===== config.mk =====
export PLATFORM = sky130hd
export DESIGN_NAME = alu_ctrl
export DESIGN_NICKNAME = d
export VERILOG_FILES = /design/src/rtl/alu_pkg.sv /design/src/rtl/alu_regfile.sv /design/src/rtl/alu_ctrl.sv
export SDC_FILE = /design/constraint.sdc
export NUM_CORES = 1
export LEC_CHECK = 0
export BUFFER_PORTS_ARGS = -buffer_cell sky130_fd_sc_hd__buf_2
export CAP_MARGIN = 20
export CORE_MARGIN = 1.5
export CORE_UTILIZATION = 40
export CTS_CLUSTER_SIZE = 16
export DETAILED_ROUTE_END_ITERATION = 10
export RECOVER_POWER = 25
export SYNTH_ARGS = -nofsm -noshare
export SYNTH_HDL_FRONTEND = slang
export SYNTH_HIERARCHICAL = 1
export SYNTH_SLANG_ARGS = --single-unit

===== constraint.sdc =====
create_clock -name clk -period 2.14 [get_ports clk]
set_clock_uncertainty 0.2 [all_clocks]
set_input_delay 0.428 -clock clk [delete_from_list [all_inputs] [get_ports clk]]
set_output_delay 0.428 -clock clk [all_outputs]
set_load 0.01 [all_outputs]

===== src/rtl/alu_pkg.sv =====
// alu_pkg: shared constants for the ALU controller slice.
// Holds opcode encodings, FSM state encoding and instruction field positions.
package alu_pkg;

    localparam int INSTR_W = 11;
    localparam int RF_N    = 4;
    localparam int RF_AW   = 2;
    localparam int IMM_W   = 4;

    // Instruction field LSB positions
    localparam int OPC_LSB  = 8;
    localparam int DST_LSB  = 6;
    localparam int SRCA_LSB = 4;
    localparam int SRCB_LSB = 2;
    localparam int IMM_LSB  = 2;

    typedef enum logic [2:0] {
        OP_NOP   = 3'b000,
        OP_ADD   = 3'b001,
        OP_SUB   = 3'b010,
        OP_AND   = 3'b011,
        OP_OR    = 3'b100,
        OP_NOT_A = 3'b101,
        OP_XOR   = 3'b110,
        OP_LDI   = 3'b111
    } op_e;

    typedef enum logic [1:0] {
        IDLE = 2'd0,
        EXEC = 2'd1,
        WB   = 2'd2
    } state_e;

endpackage


===== src/rtl/alu_regfile.sv =====
// alu_regfile: 4-entry register file, two async read ports, a debug read
// port and one synchronous write port; async active-low reset clears all.
module alu_regfile
    import alu_pkg::*;
#(
    parameter int DATA_W = 4
) (
    input  logic              clk,
    input  logic              rst_n,
    input  logic [RF_AW-1:0]  ra_addr,
    output logic [DATA_W-1:0] ra_data,
    input  logic [RF_AW-1:0]  rb_addr,
    output logic [DATA_W-1:0] rb_data,
    input  logic [RF_AW-1:0]  dbg_addr,
    output logic [DATA_W-1:0] dbg_data,
    input  logic              we,
    input  logic [RF_AW-1:0]  wa,
    input  logic [DATA_W-1:0] wd
);

    logic [DATA_W-1:0] rf [RF_N];

    always_ff @(posedge clk or negedge rst_n) begin
        if (!rst_n) begin
            for (int i = 0; i < RF_N; i++) begin
                rf[i] <= '0;
            end
        end else if (we) begin
            rf[wa] <= wd;
        end
    end

    assign ra_data  = rf[ra_addr];
    assign rb_data  = rf[rb_addr];
    assign dbg_data = rf[dbg_addr];

endmodule


===== src/rtl/alu_ctrl.sv =====
// alu_ctrl: three-state (IDLE/EXEC/WB) controller feeding an external ALU.
// Ports: instr valid/ready handshake, alu_* to/from ALU, wb_* write report,
// zero_flag of last write, rd_addr/rd_data debug read of the register file.
module alu_ctrl
    import alu_pkg::*;
#(
    parameter int DATA_W = 4
) (
    input  logic               clk,
    input  logic               rst_n,
    input  logic               instr_valid,
    output logic               instr_ready,
    input  logic [INSTR_W-1:0] instr,
    output logic [2:0]         alu_opcode,
    output logic [DATA_W-1:0]  alu_op_a,
    output logic [DATA_W-1:0]  alu_op_b,
    input  logic [DATA_W-1:0]  alu_result,
    output logic               wb_valid,
    output logic [RF_AW-1:0]   wb_addr,
    output logic [DATA_W-1:0]  wb_data,
    output logic               zero_flag,
    input  logic [RF_AW-1:0]   rd_addr,
    output logic [DATA_W-1:0]  rd_data
);

    state_e state;
    state_e state_nx;

    op_e               dec_opc;
    logic [RF_AW-1:0]  dec_dst;
    logic [RF_AW-1:0]  dec_a;
    logic [RF_AW-1:0]  dec_b;
    logic [IMM_W-1:0]  dec_imm;
    logic              unused_pad;

    op_e               opc_q;
    logic [RF_AW-1:0]  dst_q;
    logic [DATA_W-1:0] a_q;
    logic [DATA_W-1:0] b_q;
    logic [IMM_W-1:0]  imm_q;

    logic [DATA_W-1:0] ra_data;
    logic [DATA_W-1:0] rb_data;
    logic              accept;
    logic              we;
    logic [DATA_W-1:0] wr_val;

    assign dec_opc    = op_e'(instr[OPC_LSB +: 3]);
    assign dec_dst    = instr[DST_LSB +: RF_AW];
    assign dec_a      = instr[SRCA_LSB +: RF_AW];
    assign dec_b      = instr[SRCB_LSB +: RF_AW];
    assign dec_imm    = instr[IMM_LSB +: IMM_W];
    assign unused_pad = ^instr[1:0];

    always_ff @(posedge clk or negedge rst_n) begin
        if (!rst_n) begin
            state <= IDLE;
        end else begin
            state <= state_nx;
        end
    end

    always_comb begin
        state_nx    = state;
        instr_ready = 1'b0;
        alu_opcode  = '0;
        alu_op_a    = '0;
        alu_op_b    = '0;
        unique case (state)
            IDLE: begin
                instr_ready = 1'b1;
                if (instr_valid) begin
                    state_nx = EXEC;
                end
            end
            EXEC: begin
                alu_opcode = opc_q;
                alu_op_a   = a_q;
                alu_op_b   = b_q;
                state_nx   = WB;
            end
            WB: begin
                state_nx = IDLE;
            end
            default: begin
                state_nx = IDLE;
            end
        endcase
    end

    assign accept = instr_valid && instr_ready;

    // The write lands on the EXEC->WB edge, so the WB cycle reports it and
    // the next instruction (accepted no earlier than after WB) sees it.
    assign we     = (state == EXEC) && (opc_q != OP_NOP);
    assign wr_val = (opc_q == OP_LDI) ? DATA_W'(imm_q) : alu_result;

    always_ff @(posedge clk or negedge rst_n) begin
        if (!rst_n) begin
            opc_q <= OP_NOP;
            dst_q <= '0;
            a_q   <= '0;
            b_q   <= '0;
            imm_q <= '0;
        end else if (accept) begin
            opc_q <= dec_opc;
            dst_q <= dec_dst;
            a_q   <= ra_data;
            b_q   <= rb_data;
            imm_q <= dec_imm;
        end
    end

    always_ff @(posedge clk or negedge rst_n) begin
        if (!rst_n) begin
            wb_valid  <= 1'b0;
            wb_addr   <= '0;
            wb_data   <= '0;
            zero_flag <= 1'b0;
        end else begin
            wb_valid <= we;
            if (we) begin
                wb_addr   <= dst_q;
                wb_data   <= wr_val;
                zero_flag <= (wr_val == '0);
            end
        end
    end

    alu_regfile #(
        .DATA_W (DATA_W)
    ) u_rf (
        .clk      (clk),
        .rst_n    (rst_n),
        .ra_addr  (dec_a),
        .ra_data  (ra_data),
        .rb_addr  (dec_b),
        .rb_data  (rb_data),
        .dbg_addr (rd_addr),
        .dbg_data (rd_data),
        .we       (we),
        .wa       (dst_q),
        .wd       (wr_val)
    );

endmodule


== Word level (Yosys, flattened, before mapping) ==
Index checks and enable logic that the tools add are counted.
Word-level totals
  register bits after elaboration: 43
  latch bits: 0
  memory bits (writable): 0
  bits in read-only memories: 0
  input bits: 20
  output and inout port bits: 24
  word-level logic and storage cells: 51
  memories kept: 0
Operators by class
  $add $sub $neg: 0
  multiply operators: 0
  div/mod/pow operators: 0
  $lt $le $gt $ge: 5
  equality and inequality tests: 3
  shifts and indexed selects: 0
  muxes and demuxes: 19
  bitwise operators: 4
  reductions and logical operators: 6
Operators by type and width (number)
  $mux 4: 10
  $bmux 4 s2: 3
  $bwmux 16: 1
  $ge 3x3->1 const B: 4
  $not 2->3: 4
  $demux 4 s2: 1
  $logic_not 4->1: 1
  $pmux 2 s2: 1
  $eq 3x3->1 const B: 1
  $logic_and 1x1->1: 3
  $lt 3x1->1 const B: 1
  $mux 3: 1
  $reduce_bool 3->1: 1
  $eq 2x1->1 const B: 1
  $logic_not 2->1: 1
  $mux 2: 1
  $ne 2x2->1 const B: 1
  $mux 1: 1

== Longest topological paths before layout ==
  depth after elaboration: 6
  gate-level depth with buffers: 5
  gate-level depth less buffers: 4

== Hierarchy ==
The synthesis kept the hierarchy.
By module, submodules not included
  alu_ctrl: times used 1, cells each 80, area each 1166.1 um^2, seq. area each 675.6 um^2
  alu_regfile: times used 1, cells each 48, area each 900.9 um^2, seq. area each 400.4 um^2

== Least setup slack after synthesis ==
OpenSTA, ideal clock, no wires.
  path kind: flip-flop to flip-flop
  start: reg state[1]
  end: reg u_rf/rf[12] in the netlist's numbering
  setup time: 125 ps
  arrival time: 1526 ps
  path slack: 289 ps
  stages on the path, launching flop included: 5
  buffers on the path: 0
  path through: dfrtp_1 -> nand2b_1 -> nor2_2 -> nor3b_4 -> mux2_2
On the way
  word-level cells in the longest chain between the ends: 2
Ends and longest elaborated chain
  from (decl): RTL line alu_ctrl.sv:26  | state_e state;
  from (signal assigned): RTL line alu_ctrl.sv:59  | state <= state_nx;
  $eq 2x1->1: RTL line alu_ctrl.sv:95  | assign we = (state == EXEC) && (opc_q != OP_NOP);
  $logic_and 1x1->1: RTL line alu_ctrl.sv:95
  via we: RTL line alu_ctrl.sv:45  | logic we;
  to (signal, indexed assignment): RTL line alu_regfile.sv:29  | rf[wa] <= wd;
  to (decl): RTL line alu_regfile.sv:21  | logic [DATA_W-1:0] rf [RF_N];
The timed path passes the listed nets, and every way through them passes these cells.
A chain may end at the register's enable or synchronous reset.

== Final worst setup path ==
  start: reg u_rf/rf[2] in the netlist's numbering
  end: out rd_data[2]
On the way
  word-level cells in the longest chain between the ends: 3
Ends and longest elaborated chain
  $bmux 4 s2: RTL line alu_regfile.sv:35  | assign dbg_data = rf[dbg_addr];
  $mux 4 (not written as such) (2 in a row): RTL line alu_regfile.sv:35
  to (decl): RTL line alu_ctrl.sv:23  | output logic [DATA_W-1:0] rd_data
Every way passes these cells. The select of a mux whose other input is x is not followed.

==> results by stage <==
Outcome:
- The flow ran to the end, and the final reports show no timing, DRC or antenna violations.

Drt:
- The post-detailed-route DRC marker count is 0.
- For this block, the via count after detailed routing is approximately 1300.
- The pre-antenna-repair detailed-routing pass consisted of 4 iterations.
- Once detail routing completed, the nets flagged for antenna violations numbered 0.
- After detailed routing, the average wire length per cell comes to 16.3 um.
- The number of vias per cell is 5.35.
- Summed over all layers, the routed wires come to between 3 and 4 mm.
- For this block, the initial DRC count from the detailed router was 32.

Global routing:
- The total grt overflow is 0.
- The overall global routing resource usage is 0.155.
- Entering global routing, the biggest net connects 44 pins.
- The initial antenna violation count is 0.
- The via count of the first global-routing pass came to about 1200.
- The wire length of the first global-routing pass is 6.28 mm.

Power and ir drop:
- The relative contribution of combinational cells to total power is 0.327.
- Summing internal, switching and leakage power gives roughly 3.0 mW.
- The switching share of power is 0.296.
- In this run the static leakage power is between 1 and 1.5 nW.
- The share of power burned in the clock network is 0.200.
- The internal portion of the total power is between 2 and 2.5 mW.
- In this run the power spent charging and discharging nets is between 800 and 900 uW.
- The relative contribution of sequential cells to total power is 0.473.
- The worst-case IR drop observed on VDD is 505 uV.
- For this design the ratio of total power to cell area is about 1200 mW/mm2.

Clocking:
- The cell at the root of the clock tree is sky130_fd_sc_hd__clkbuf_8.
- Clock-pin slew was measured on the worst setup and hold paths at roughly 0.080 ns.
- At the later pin of the worst-skew pair, clock insertion delay measures around 0.29 ns.
- No sink is reached through more buffers than the 2 on the longest clock path.
- Buffers added to address setup during post-CTS repair amount to 0.
- TritonCTS built the clock tree.
- The number of clock sinks is between 40 and 50.
- The number of buffers inserted during clock tree synthesis is 5.
- The H-tree generated during clock tree synthesis spans 2 levels.

STA:
- The shortest clock period the worst path allows after layout is slightly below 2 ns.
- The setup violation total in the final timing report is 0.
- The final-report hold violation count is 0.
- Based on the critical path, the design can be clocked at up to approximately 500 MHz.
- Setup repair after global routing left no endpoint under its margin.
- The max-slew violation total from the final report is 0.
- The slew at the pin closest to its max-slew limit is between 1 and 1.5 ns.
- In this run the tightest slew margin relative to its limit is 0.310.
- The summed negative setup slack over all endpoints is 0 ns.
- Across all setup checks in the final design, the least slack found is 0.154 ns.
- Of the available clock period, the critical path in the final layout requires 0.928.

Setup path:
- The type of element launching the critical path is a register.
- Along the worst path, the maximum fanout reaches 4.
- In this run the critical register-to-register path is launched from opc_q[0]$_DFFE_PN0P_.
- The kind of critical path is register to primary output.
- Data on the critical path is required at its endpoint by around 1.5 ns.
- The type of destination of the critical path is a primary output.
- The arrival time at the worst endpoint is ~1.4 ns.
- The startpoint of the most critical setup path is u_rf/rf[2]$_DFFE_PN0P_.
- Counting cells, the worst reg-to-reg path comes to 4.

Logic synthesis:
- Dividing the synthesized area by the synthesized cell count gives approximately 16 um2.
- The number of standard cells after synthesis is roughly 130.
- The total number of yosys warnings is 6.
- The share of synthesized area occupied by flip-flops and latches is 0.521.
- sky130_fd_sc_hd__dfrtp_1 is the most common cell in the netlist.
- Summing every instance area after synthesis gives about 0.0021 mm2.
- For this run, the leading register cell type out of synthesis is sky130_fd_sc_hd__dfrtp_1.
- In this run, synthesis produced a sequential element count of 43.
- The distinct cell type count of the synthesized netlist is 22.
- The proportion of register bits with asynchronous set or reset after synthesis is 1.00.
- The count of flip-flops with a built-in enable after synthesis is 0.
- The post-synth net total is 148.
- Of all cell types, the one taking the most synthesized area is sky130_fd_sc_hd__dfrtp_1.
- The commonest cells after synthesis are 43 x sky130_fd_sc_hd__dfrtp_1, 42 x sky130_fd_sc_hd__mux2_2, 11 x sky130_fd_sc_hd__and2_1, 9 x sky130_fd_sc_hd__mux4_2.
- The area fraction of the dominant cell type after synthesis is 0.521.
- Ranked by total cell area, the synthesized netlist is headed by sky130_fd_sc_hd__dfrtp_1 52%, sky130_fd_sc_hd__mux2_2 23%, sky130_fd_sc_hd__mux4_2 9.8%, sky130_fd_sc_hd__mux4_1 3.8%, sky130_fd_sc_hd__and2_1 3.3%.

Cells and area:
- The antenna diode count is 0.
- The final cell count without fillers is around 240.
- The net count reported at finish is 196.
- The ratio of cells with drive above 1 in the final layout is 0.614.
- The layout overhead on the synthesized area is 18.8%.

Die:
- The standard-cell row count is 25.
- In this run the horizontal extent of the chip is approximately 75 um.
- The chip height is between 70 and 80 um.
- The initial cell density of the core is 0.426.
- 44 I/O pins were placed.
- The die covers ~0.0056 mm2.
- The core region area is 0.00485 mm2.

Placed design:
- The cell count after placement is 236.
- The weighted congestion at the end of routability-driven global placement is between 0.8 and 0.9.
- Input and output buffers added on the ports amount to 41.
- At the placement stage, the worst setup path has a slack of around 0.23 ns.

Worst hold path:
- The worst hold path stage count is 2.
- The worst hold path belongs to the class input port to register.
- The worst hold path begins at instr[9].

Flow run:
- Max-cap violations in this run came to 0.
[power by group through the flow]
| stage | clock network [mW] | logic, mW | registers [mW] |
|---|---|---|---|
| after floorplan | 0 | 0.694 | 1.38 |
| after CTS | 0.612 | 0.997 | 1.41 |
| after global placement | 0 | 0.968 | 1.39 |
| final | 0.599 | 0.980 | 1.41 |
| after detailed placement | 0 | 0.993 | 1.43 |
| after global routing | 0.641 | 1.07 | 1.47 |
[final timing paths]
path,to,slack (ns)
worst max register to register,u_rf/rf[10]$_DFFE_PN0P_,0.23
min in group asynchronous,u_rf/rf[5]$_DFFE_PN0P_,0.19
worst min register to register,b_q[2]$_DFFE_PN0P_,0.30
worst min-delay path,opc_q[1]$_DFFE_PN0P_,0.16
max in group asynchronous,a_q[0]$_DFFE_PN0P_,0.91
worst max-delay path,rd_data[2],0.15
[timing repair]
action	in CTS	in global routing
endpoints found under the setup margin	0	11
gates resized for setup	0	1
hold buffers	0	0
[cell type report]
type,count,area [um2]
inverter,1,3.75
clock buffer,6,72.6
tap,67,83.8
timing repair buffer,44,225
clock inverter,1,30.0
sequential,43,1080
fill,429,2390
multi-input combinational,81,965
[registers in the layout (all words and copies together) (netlist names)]
signal and count:
a_q 4, b_q 4, dst_q 2, imm_q 4, opc_q 3, state 2, u_rf/rf 16, wb_addr 2
wb_data 4, wb_valid 1, zero_flag 1
[metrics by stage]
| stage | utilization | area (um2) | hold WS [ns] |
|---|---|---|---|
| after floorplan | - | 2070 | -0.0676 |
| after global placement | 0.486 | 2360 | 0.282 |
| after detailed placement | 0.486 | 2360 | 0.292 |
| after CTS | 0.507 | 2460 | 0.0178 |
| after global routing | 0.507 | 2460 | 0.167 |
| final | 0.507 | 2460 | 0.163 |
[cell families (layout without fill, tap and decap cells)]
kind of cell           after synthesis  in the layout  share of synthesized area
muxes                               56             56                      0.377
DFF                                 43             43                      0.521
and+or+nand+nor                     23             23                     0.0793
buffers and inverters                4             52                     0.0127
AOI/OAI and AO/OA                    2              2                     0.0103
[cells in the final DEF, fill, tap and decap left out, types with 2 or more instances in the layout]
cell	n
sky130_fd_sc_hd__and2_1	11
sky130_fd_sc_hd__buf_2	41
sky130_fd_sc_hd__buf_4	2
sky130_fd_sc_hd__clkbuf_8	5
sky130_fd_sc_hd__dfrtp_1	43
sky130_fd_sc_hd__mux2_2	42
sky130_fd_sc_hd__mux4_1	3
sky130_fd_sc_hd__mux4_2	9
sky130_fd_sc_hd__nand3b_1	2
sky130_fd_sc_hd__nor3_1	3
[critical path: stages (launching register included)]
cell	delay, ns
sky130_fd_sc_hd__dfrtp_1	0.41
sky130_fd_sc_hd__mux4_2	0.49
sky130_fd_sc_hd__buf_2	0.16
[routing by layer]
metal,GRT usage,vias to the layer above,share of wire
met5,0,-,0
met4,0.0727,0,0.016
met3,0.0281,8,0.038
met2,0.251,36,0.51
met1,0.204,673,0.43
li1,-,584,-
Power figures use the tool's default switching activity.
